File: src/rtl/sr_latch_harvester_pkg.sv
// trng_pkg: shared types and default constants for the SR-latch entropy harvester.
//   trng_state_e  - trial sequencer states
//   *_DEF         - default values for the harvester parameters
//   sat_inc       - saturating increment for the discard counter
package trng_pkg;

  typedef enum logic [1:0] {
    ST_ARM    = 2'd0,
    ST_SETTLE = 2'd1,
    ST_SAMPLE = 2'd2,
    ST_HOLD   = 2'd3
  } trng_state_e;

  localparam int ARM_CYC_DEF     = 4;
  localparam int SETTLE_CYC_DEF  = 16;
  localparam int SYNC_STAGES_DEF = 2;
  localparam int WORD_W_DEF      = 8;
  localparam int DISCARD_W       = 16;

  function automatic logic [DISCARD_W-1:0] sat_inc(input logic [DISCARD_W-1:0] v);
    return (&v) ? v : v + {{(DISCARD_W-1){1'b0}}, 1'b1};
  endfunction

endpackage

File: src/rtl/sr_latch_harvester_if.sv
// Word hand-off between the harvester and its consumer.
//   word_out        - debiased random word (source -> sink)
//   word_valid_out  - word_out holds a complete word (source -> sink)
//   word_ready_in   - sink accepts the word this cycle (sink -> source)
interface sr_latch_harvester_if
  import trng_pkg::*;
#(
  parameter int WORD_W = WORD_W_DEF
) ();

  logic [WORD_W-1:0] word_out;
  logic              word_valid_out;
  logic              word_ready_in;

  modport master (
    output word_out,
    output word_valid_out,
    input  word_ready_in
  );

  modport slave (
    input  word_out,
    input  word_valid_out,
    output word_ready_in
  );

endinterface

File: src/rtl/sr_latch_harvester_sync.sv
// bit_synchronizer: STAGES-deep flop chain bringing an asynchronous bit into
// the clk domain.
//   clk    - destination clock
//   rst_n  - asynchronous active-low reset, clears every stage to 0
//   d      - asynchronous input
//   q      - synchronized output (last stage)
module bit_synchronizer
#(
  parameter int STAGES = 2
) (
  input  logic clk,
  input  logic rst_n,
  input  logic d,
  output logic q
);

  logic [STAGES-1:0] sync_q;

  always_ff @(posedge clk or negedge rst_n) begin
    if (!rst_n) begin
      sync_q <= '0;
    end else begin
      sync_q <= {sync_q[STAGES-2:0], d};
    end
  end

  assign q = sync_q[STAGES-1];

endmodule

File: src/rtl/sr_latch_harvester.sv
// sr_latch_harvester: runs repeated force/release trials on a metastable SR
// latch, von Neumann debiases the resolved bits and packs them LSB first into
// words handed out over a valid/ready interface.
//   ref_clk_in       - sole clock
//   rst_n_in         - asynchronous active-low reset
//   latch_q_in       - raw asynchronous latch Q (only the synchronizer sees it)
//   latch_arm_out    - high forces S=R=1, falling edge releases the latch
//   discard_cnt_out  - saturating count of rejected equal pairs
//   word_if          - word_out / word_valid_out / word_ready_in
//
// state     | meaning
// ----------+-------------------------------------------------------------
// ST_ARM    | latch forced (latch_arm_out=1) for ARM_CYC cycles
// ST_SETTLE | latch released, SETTLE_CYC cycles to resolve and synchronize
// ST_SAMPLE | one cycle: take the synchronized bit into the pair logic
// ST_HOLD   | complete word presented, trials paused until it is taken
module sr_latch_harvester
  import trng_pkg::*;
#(
  parameter int ARM_CYC     = ARM_CYC_DEF,
  parameter int SETTLE_CYC  = SETTLE_CYC_DEF,
  parameter int SYNC_STAGES = SYNC_STAGES_DEF,
  parameter int WORD_W      = WORD_W_DEF
) (
  input  logic                 ref_clk_in,
  input  logic                 rst_n_in,
  input  logic                 latch_q_in,
  output logic                 latch_arm_out,
  output logic [DISCARD_W-1:0] discard_cnt_out,
  sr_latch_harvester_if.master word_if
);

  localparam int TMR_MAX = (ARM_CYC > SETTLE_CYC) ? ARM_CYC : SETTLE_CYC;
  localparam int TMR_W   = $clog2(TMR_MAX + 1);
  localparam int IDX_W   = (WORD_W > 1) ? $clog2(WORD_W) : 1;

  localparam logic [TMR_W-1:0] ARM_LOAD    = TMR_W'(ARM_CYC - 1);
  localparam logic [TMR_W-1:0] SETTLE_LOAD = TMR_W'(SETTLE_CYC - 1);
  // The arm output is registered, so it only rises on the first edge after
  // reset release; one extra timer count keeps that first ARM at ARM_CYC.
  localparam logic [TMR_W-1:0] ARM_FIRST   = TMR_W'(ARM_CYC);
  localparam logic [IDX_W-1:0] LAST_IDX    = IDX_W'(WORD_W - 1);

  trng_state_e          state_q, state_d;
  logic [TMR_W-1:0]     tmr_q, tmr_d;
  logic                 tmr_zero;
  logic                 arm_q;
  logic                 q_sync;
  logic                 have_q;
  logic                 first_q;
  logic [IDX_W-1:0]     idx_q;
  logic [WORD_W-1:0]    word_q;
  logic [DISCARD_W-1:0] discard_q;

  logic sample_en, pair_close, bit_accept, pair_reject, word_done, xfer;

  bit_synchronizer #(
    .STAGES (SYNC_STAGES)
  ) u_sync (
    .clk   (ref_clk_in),
    .rst_n (rst_n_in),
    .d     (latch_q_in),
    .q     (q_sync)
  );

  assign tmr_zero    = (tmr_q == '0);
  assign sample_en   = (state_q == ST_SAMPLE);
  assign pair_close  = sample_en & have_q;
  assign bit_accept  = pair_close & (first_q != q_sync);
  assign pair_reject = pair_close & (first_q == q_sync);
  assign word_done   = bit_accept & (idx_q == LAST_IDX);
  assign xfer        = (state_q == ST_HOLD) & word_if.word_ready_in;

  always_ff @(posedge ref_clk_in or negedge rst_n_in) begin
    if (!rst_n_in) begin
      state_q <= ST_ARM;
      tmr_q   <= ARM_FIRST;
      arm_q   <= 1'b0;
    end else begin
      state_q <= state_d;
      tmr_q   <= tmr_d;
      // Registered so the analog latch never sees a decode glitch.
      arm_q   <= (state_d == ST_ARM);
    end
  end

  always_comb begin
    state_d = state_q;
    tmr_d   = tmr_q;
    case (state_q)
      ST_ARM: begin
        if (tmr_zero) begin
          state_d = ST_SETTLE;
          tmr_d   = SETTLE_LOAD;
        end else begin
          tmr_d = tmr_q - TMR_W'(1);
        end
      end
      ST_SETTLE: begin
        if (tmr_zero) begin
          state_d = ST_SAMPLE;
        end else begin
          tmr_d = tmr_q - TMR_W'(1);
        end
      end
      ST_SAMPLE: begin
        if (word_done) begin
          state_d = ST_HOLD;
        end else begin
          state_d = ST_ARM;
          tmr_d   = ARM_LOAD;
        end
      end
      ST_HOLD: begin
        if (word_if.word_ready_in) begin
          state_d = ST_ARM;
          tmr_d   = ARM_LOAD;
        end
      end
      default: begin
        state_d = ST_ARM;
        tmr_d   = ARM_LOAD;
      end
    endcase
  end

  always_ff @(posedge ref_clk_in or negedge rst_n_in) begin
    if (!rst_n_in) begin
      have_q    <= 1'b0;
      first_q   <= 1'b0;
      idx_q     <= '0;
      word_q    <= '0;
      discard_q <= '0;
    end else begin
      if (xfer) begin
        have_q <= 1'b0;
        idx_q  <= '0;
      end else if (sample_en) begin
        have_q <= ~have_q;
        if (!have_q) begin
          first_q <= q_sync;
        end
        // (0,1) yields 0 and (1,0) yields 1: the accepted bit is the first.
        if (bit_accept) begin
          word_q[idx_q] <= first_q;
          idx_q         <= word_done ? '0 : idx_q + IDX_W'(1);
        end
      end
      if (pair_reject) begin
        discard_q <= sat_inc(discard_q);
      end
    end
  end

  assign latch_arm_out          = arm_q;
  assign discard_cnt_out        = discard_q;
  assign word_if.word_out       = word_q;
  assign word_if.word_valid_out = (state_q == ST_HOLD);

endmodule

File: src/flat_wrapper.sv
// flat-port wrapper written by rule: the top's interface ports become plain ports
module sr_latch_harvester_flat import trng_pkg::*;
#(
  parameter int ARM_CYC     = ARM_CYC_DEF,
  parameter int SETTLE_CYC  = SETTLE_CYC_DEF,
  parameter int SYNC_STAGES = SYNC_STAGES_DEF,
  parameter int WORD_W      = WORD_W_DEF
)
  (ref_clk_in, rst_n_in, latch_q_in, latch_arm_out, discard_cnt_out, word_if_word_out, word_if_word_valid_out, word_if_word_ready_in);
  sr_latch_harvester_if #(.WORD_W(WORD_W)) word_if_i ();
  input  logic ref_clk_in;
  input  logic rst_n_in;
  input  logic latch_q_in;
  output logic latch_arm_out;
  output logic [DISCARD_W-1:0] discard_cnt_out;
  output wire logic [$bits(word_if_i.word_out)-1:0] word_if_word_out;
  output wire logic [$bits(word_if_i.word_valid_out)-1:0] word_if_word_valid_out;
  input wire logic [$bits(word_if_i.word_ready_in)-1:0] word_if_word_ready_in;
  assign word_if_word_out = word_if_i.word_out;
  assign word_if_word_valid_out = word_if_i.word_valid_out;
  assign word_if_i.word_ready_in = word_if_word_ready_in;
  sr_latch_harvester #(.ARM_CYC(ARM_CYC), .SETTLE_CYC(SETTLE_CYC), .SYNC_STAGES(SYNC_STAGES), .WORD_W(WORD_W)) u_core (.ref_clk_in(ref_clk_in), .rst_n_in(rst_n_in), .latch_q_in(latch_q_in), .latch_arm_out(latch_arm_out), .discard_cnt_out(discard_cnt_out), .word_if(word_if_i));
endmodule
File: config.mk
export PLATFORM = sky130hd
export DESIGN_NAME = sr_latch_harvester_flat
export DESIGN_NICKNAME = d
export VERILOG_FILES = /design/src/rtl/sr_latch_harvester_pkg.sv /design/src/rtl/sr_latch_harvester_if.sv /design/src/rtl/sr_latch_harvester_sync.sv /design/src/rtl/sr_latch_harvester.sv /design/src/flat_wrapper.sv
export SDC_FILE = /design/constraint.sdc
export NUM_CORES = 1
export LEC_CHECK = 0
export ABC_CLOCK_PERIOD_IN_PS = 2450
export BUFFER_PORTS_ARGS = -buffer_cell sky130_fd_sc_hd__buf_2
export CORE_UTILIZATION = 56
export CTS_CLUSTER_DIAMETER = 100
export DETAILED_ROUTE_END_ITERATION = 8
export PLACE_DENSITY_LB_ADDON = 0.25
export SETUP_SLACK_MARGIN = 0.02
export SLEW_MARGIN = 20
export SYNTH_ARGS = -nofsm -noshare
export SYNTH_HDL_FRONTEND = slang
export SYNTH_SLANG_ARGS = --single-unit
File: constraint.sdc
create_clock -name ref_clk_in -period 2.45 [get_ports ref_clk_in]
set_input_delay 0.1225 -clock ref_clk_in [delete_from_list [all_inputs] [get_ports ref_clk_in]]
set_output_delay 0.1225 -clock ref_clk_in [all_outputs]
set_load 0.01 [all_outputs]
==> impl_metrics.ini <==
[status]
status = completed

[timing]
fmax_mhz = 500
slew_viol_final = 0
skew_ns = 0.00901
hold_viol = 0
setup_slack_ns = 0.448
maxSlewHeadroom_pct = 44.4
tightest_slew_ns = 0.834
rsz0062_at_grt = false
setup_viol = 0
fin_crit_ns = 2.00
setup-tns-final_ns = 0
fin_crit_sh_pct = 81.7

[final_layout]
n_fill_cell = 287
drive_above_1_share_pct = 26.9
final_cell_mix = 38 x dfrtp_1, 29 x buf_2, 12 x nand3_1, 12 x xnor2_1, 9 x nand4_1
final_cell_area_um2 = 2200
final-seq-area_um2 = 977
syn2layout_area_growth_pct = 12.3
num_antenna_cells = 0
final_nets = 208
mostFrequentLayoutCell = dfrtp_1
multiInputGateArea_um2 = 926

[clocking]
clockBufferDepth = 2
h-tree-depth = 2
cts-buffers-inserted = 5
root_buffer = clkbuf_4
post-cts-setup-buffer-count = 0
cts_sinks = 39
tritoncts = built
worstSkewPairLatency_ns = 0.34
clk_pin_slew_ns = 0.11
ctsResizeCount = 0
ctsHoldBuffers = 2

[die]
dieArea_um2 = 3740
placeableCoreArea_um2 = 3340
start_util_pct = 58.7
rows = 21
fp.dieH_um = 61.1
ios = 30
die_w_um = 61.1

[logic_synthesis]
synth_edf_count = 0
syn-mean-instance-area_um2 = 11.6
synth_ff_type = dfrtp_1
netlist_area_um2 = 1960
yosysSeqAreaShare_pct = 49.9
synth_warnings = 0
postSynthCellCount = 169
synthArstFlopShare_pct = 100
synth.distinct_cells = 43
synth_fp_nets = 177
ys_seq_elements = 39

[routing]
wl_per_cell_um = 13.9
viasPerCell = 5.68
drc = 0
dr_total_vias = 1404
final_antenna_net_count = 0
drt_iter0_drc = 64
dr.pass1.iters = 4
wirelength_mm = 3.44

[place]
dpl_cell_area_um2 = 2120
port_buffers = 29
place_hpwl_mm = 2.49
post-place-ws_ns = 0.456
gp_congestion = 0.777

[grt]
antenna_found_initial = 0
gr-total-overflow = 0
grt_pass1_vias = 1302
grt_max_degree = 40
gr-usage-all-layers_pct = 20.7
grt_pass1_wl_mm = 5.60

[worst_setup_path]
end_kind = register
critical_path_arrival_ns = 2.22
r2r-end = u_core.tmr_q[0]$_DFFE_PN0P_
crit_fanout = 7
worstSetupStartpointType = register
r2r_cells = 6
worstPathRequired_ns = 2.66
path_class = reg -> reg
r2r_start = u_core.tmr_q[0]$_DFFE_PN0P_
ff2ff_setup_slack_ns = 0.45

[hold_path]
holdCritStartpoint = word_if_word_ready_in
hold_end = u_core.state_q[1]$_DFF_PN0_
hold_depth = 2
min_path_type = in -> reg

[power]
ir_drop_mv = 0.477
p_leak_nw = 1.08
p_per_area_nw_per_um2 = 770

[run]
cap_violations = 0
==> registers in the layout (all words and copies together) (netlist names) <==
name and flops:
u_core.idx_q 3, u_core.tmr_q 5, u_core.word_if.word_out 8, u_core.state_q 2, u_core.u_sync.sync_q 2, u_core.have_q 1
u_core.latch_arm_out 1, u_core.discard_cnt_out 16, u_core.first_q 1
==> through the flow <==
step	hold slack [ns]	cells	power, W	utilization, %
after floorplan	-0.173	169	0.00126	-
after global placement	0.231	237	0.00135	63.7
after detailed placement	0.232	237	0.00139	63.7
after CTS	0.140	247	0.00171	65.9
after global routing	0.175	247	0.00181	65.9
final	0.150	247	0.00169	65.9
==> how the worst max path moves through the flow <==
stage	from	end	slack, ns	cells after the start
CTS	u_core.tmr_q[0]$_DFFE_PN0P_	u_core.tmr_q[0]$_DFFE_PN0P_	0.44	6
detailed placement	u_core.tmr_q[0]$_DFFE_PN0P_	u_core.tmr_q[0]$_DFFE_PN0P_	0.46	6
global placement	u_core.state_q[1]$_DFF_PN0_	u_core.word_if.word_out[2]$_DFFE_PN0P_	0.58	4
global route	u_core.tmr_q[0]$_DFFE_PN0P_	u_core.tmr_q[0]$_DFFE_PN0P_	0.23	6
finish	u_core.tmr_q[0]$_DFFE_PN0P_	u_core.tmr_q[0]$_DFFE_PN0P_	0.45	6
floorplan	u_core.state_q[0]$_DFF_PN0_	u_core.word_if.word_out[2]$_DFFE_PN0P_	0.73	5
==> routing by layer <==
layer	part of all wire (%)	track usage, %	vias up
met3	3.6	5.67	2
met1	45	24.9	682
li1	-	-	681
met2	51	35.2	39
met5	0	0	-
met4	0.73	8.44	0
==> cell families after synthesis <==
kind of cell | count (synthesis) | share of synthesized area, %
DFF | 39 | 49.9
AOI/OAI and AO/OA | 18 | 6.65
buffers and inverters | 12 | 2.81
xor gates and xnor gates | 14 | 7.22
adders and majority gates | 4 | 2.56
muxes | 12 | 6.84
and+or+nand+nor | 70 | 24.0
==> cell type report <==
type,instances,area share (%)
clock inverter,2,0.569
sequential,39,44.5
inverter,5,0.854
clock buffer,6,1.88
timing repair buffer,31,7.51
multi-input combinational,118,42.1
tap,46,2.62
==> critical path, stage by stage, from the launching register on <==
cell and delay [ns]:
dfrtp_1 0.44, inv_1 0.08, ha_1 0.21, nor4b_2 0.50
nand2_1 0.18, o221ai_2 0.35, o21ai_0 0.13
==> where the power goes <==
| group | internal [W] | switching, W | leakage (nW) |
|---|---|---|---|
| Sequential | 0.000759 | 0.000178 | 0.520 |
| Clock | 0.000111 | 0.000207 | 0.0282 |
| Combinational | 0.000218 | 0.000219 | 0.529 |
==> cell usage after synthesis (3+ instances only) <==
master	instances	area share, %
mux2_1	5	2.9
and3_1	7	2.2
nor4b_2	3	2.3
nand4_1	9	2.9
a21oi_1	3	0.77
mux2_2	6	3.5
dfrtp_1	38	49
ha_1	4	2.6
inv_1	5	0.96
nor3b_1	3	1.2
nand3_1	12	3.1
clkbuf_1	3	0.58
xnor2_1	12	5.4
and4_1	3	1.3
o21ai_0	4	1.0
nor2_1	8	1.5
nand2_1	7	1.3
nor3_1	4	1.0
Note: power is estimated with default switching activity, not from simulation.
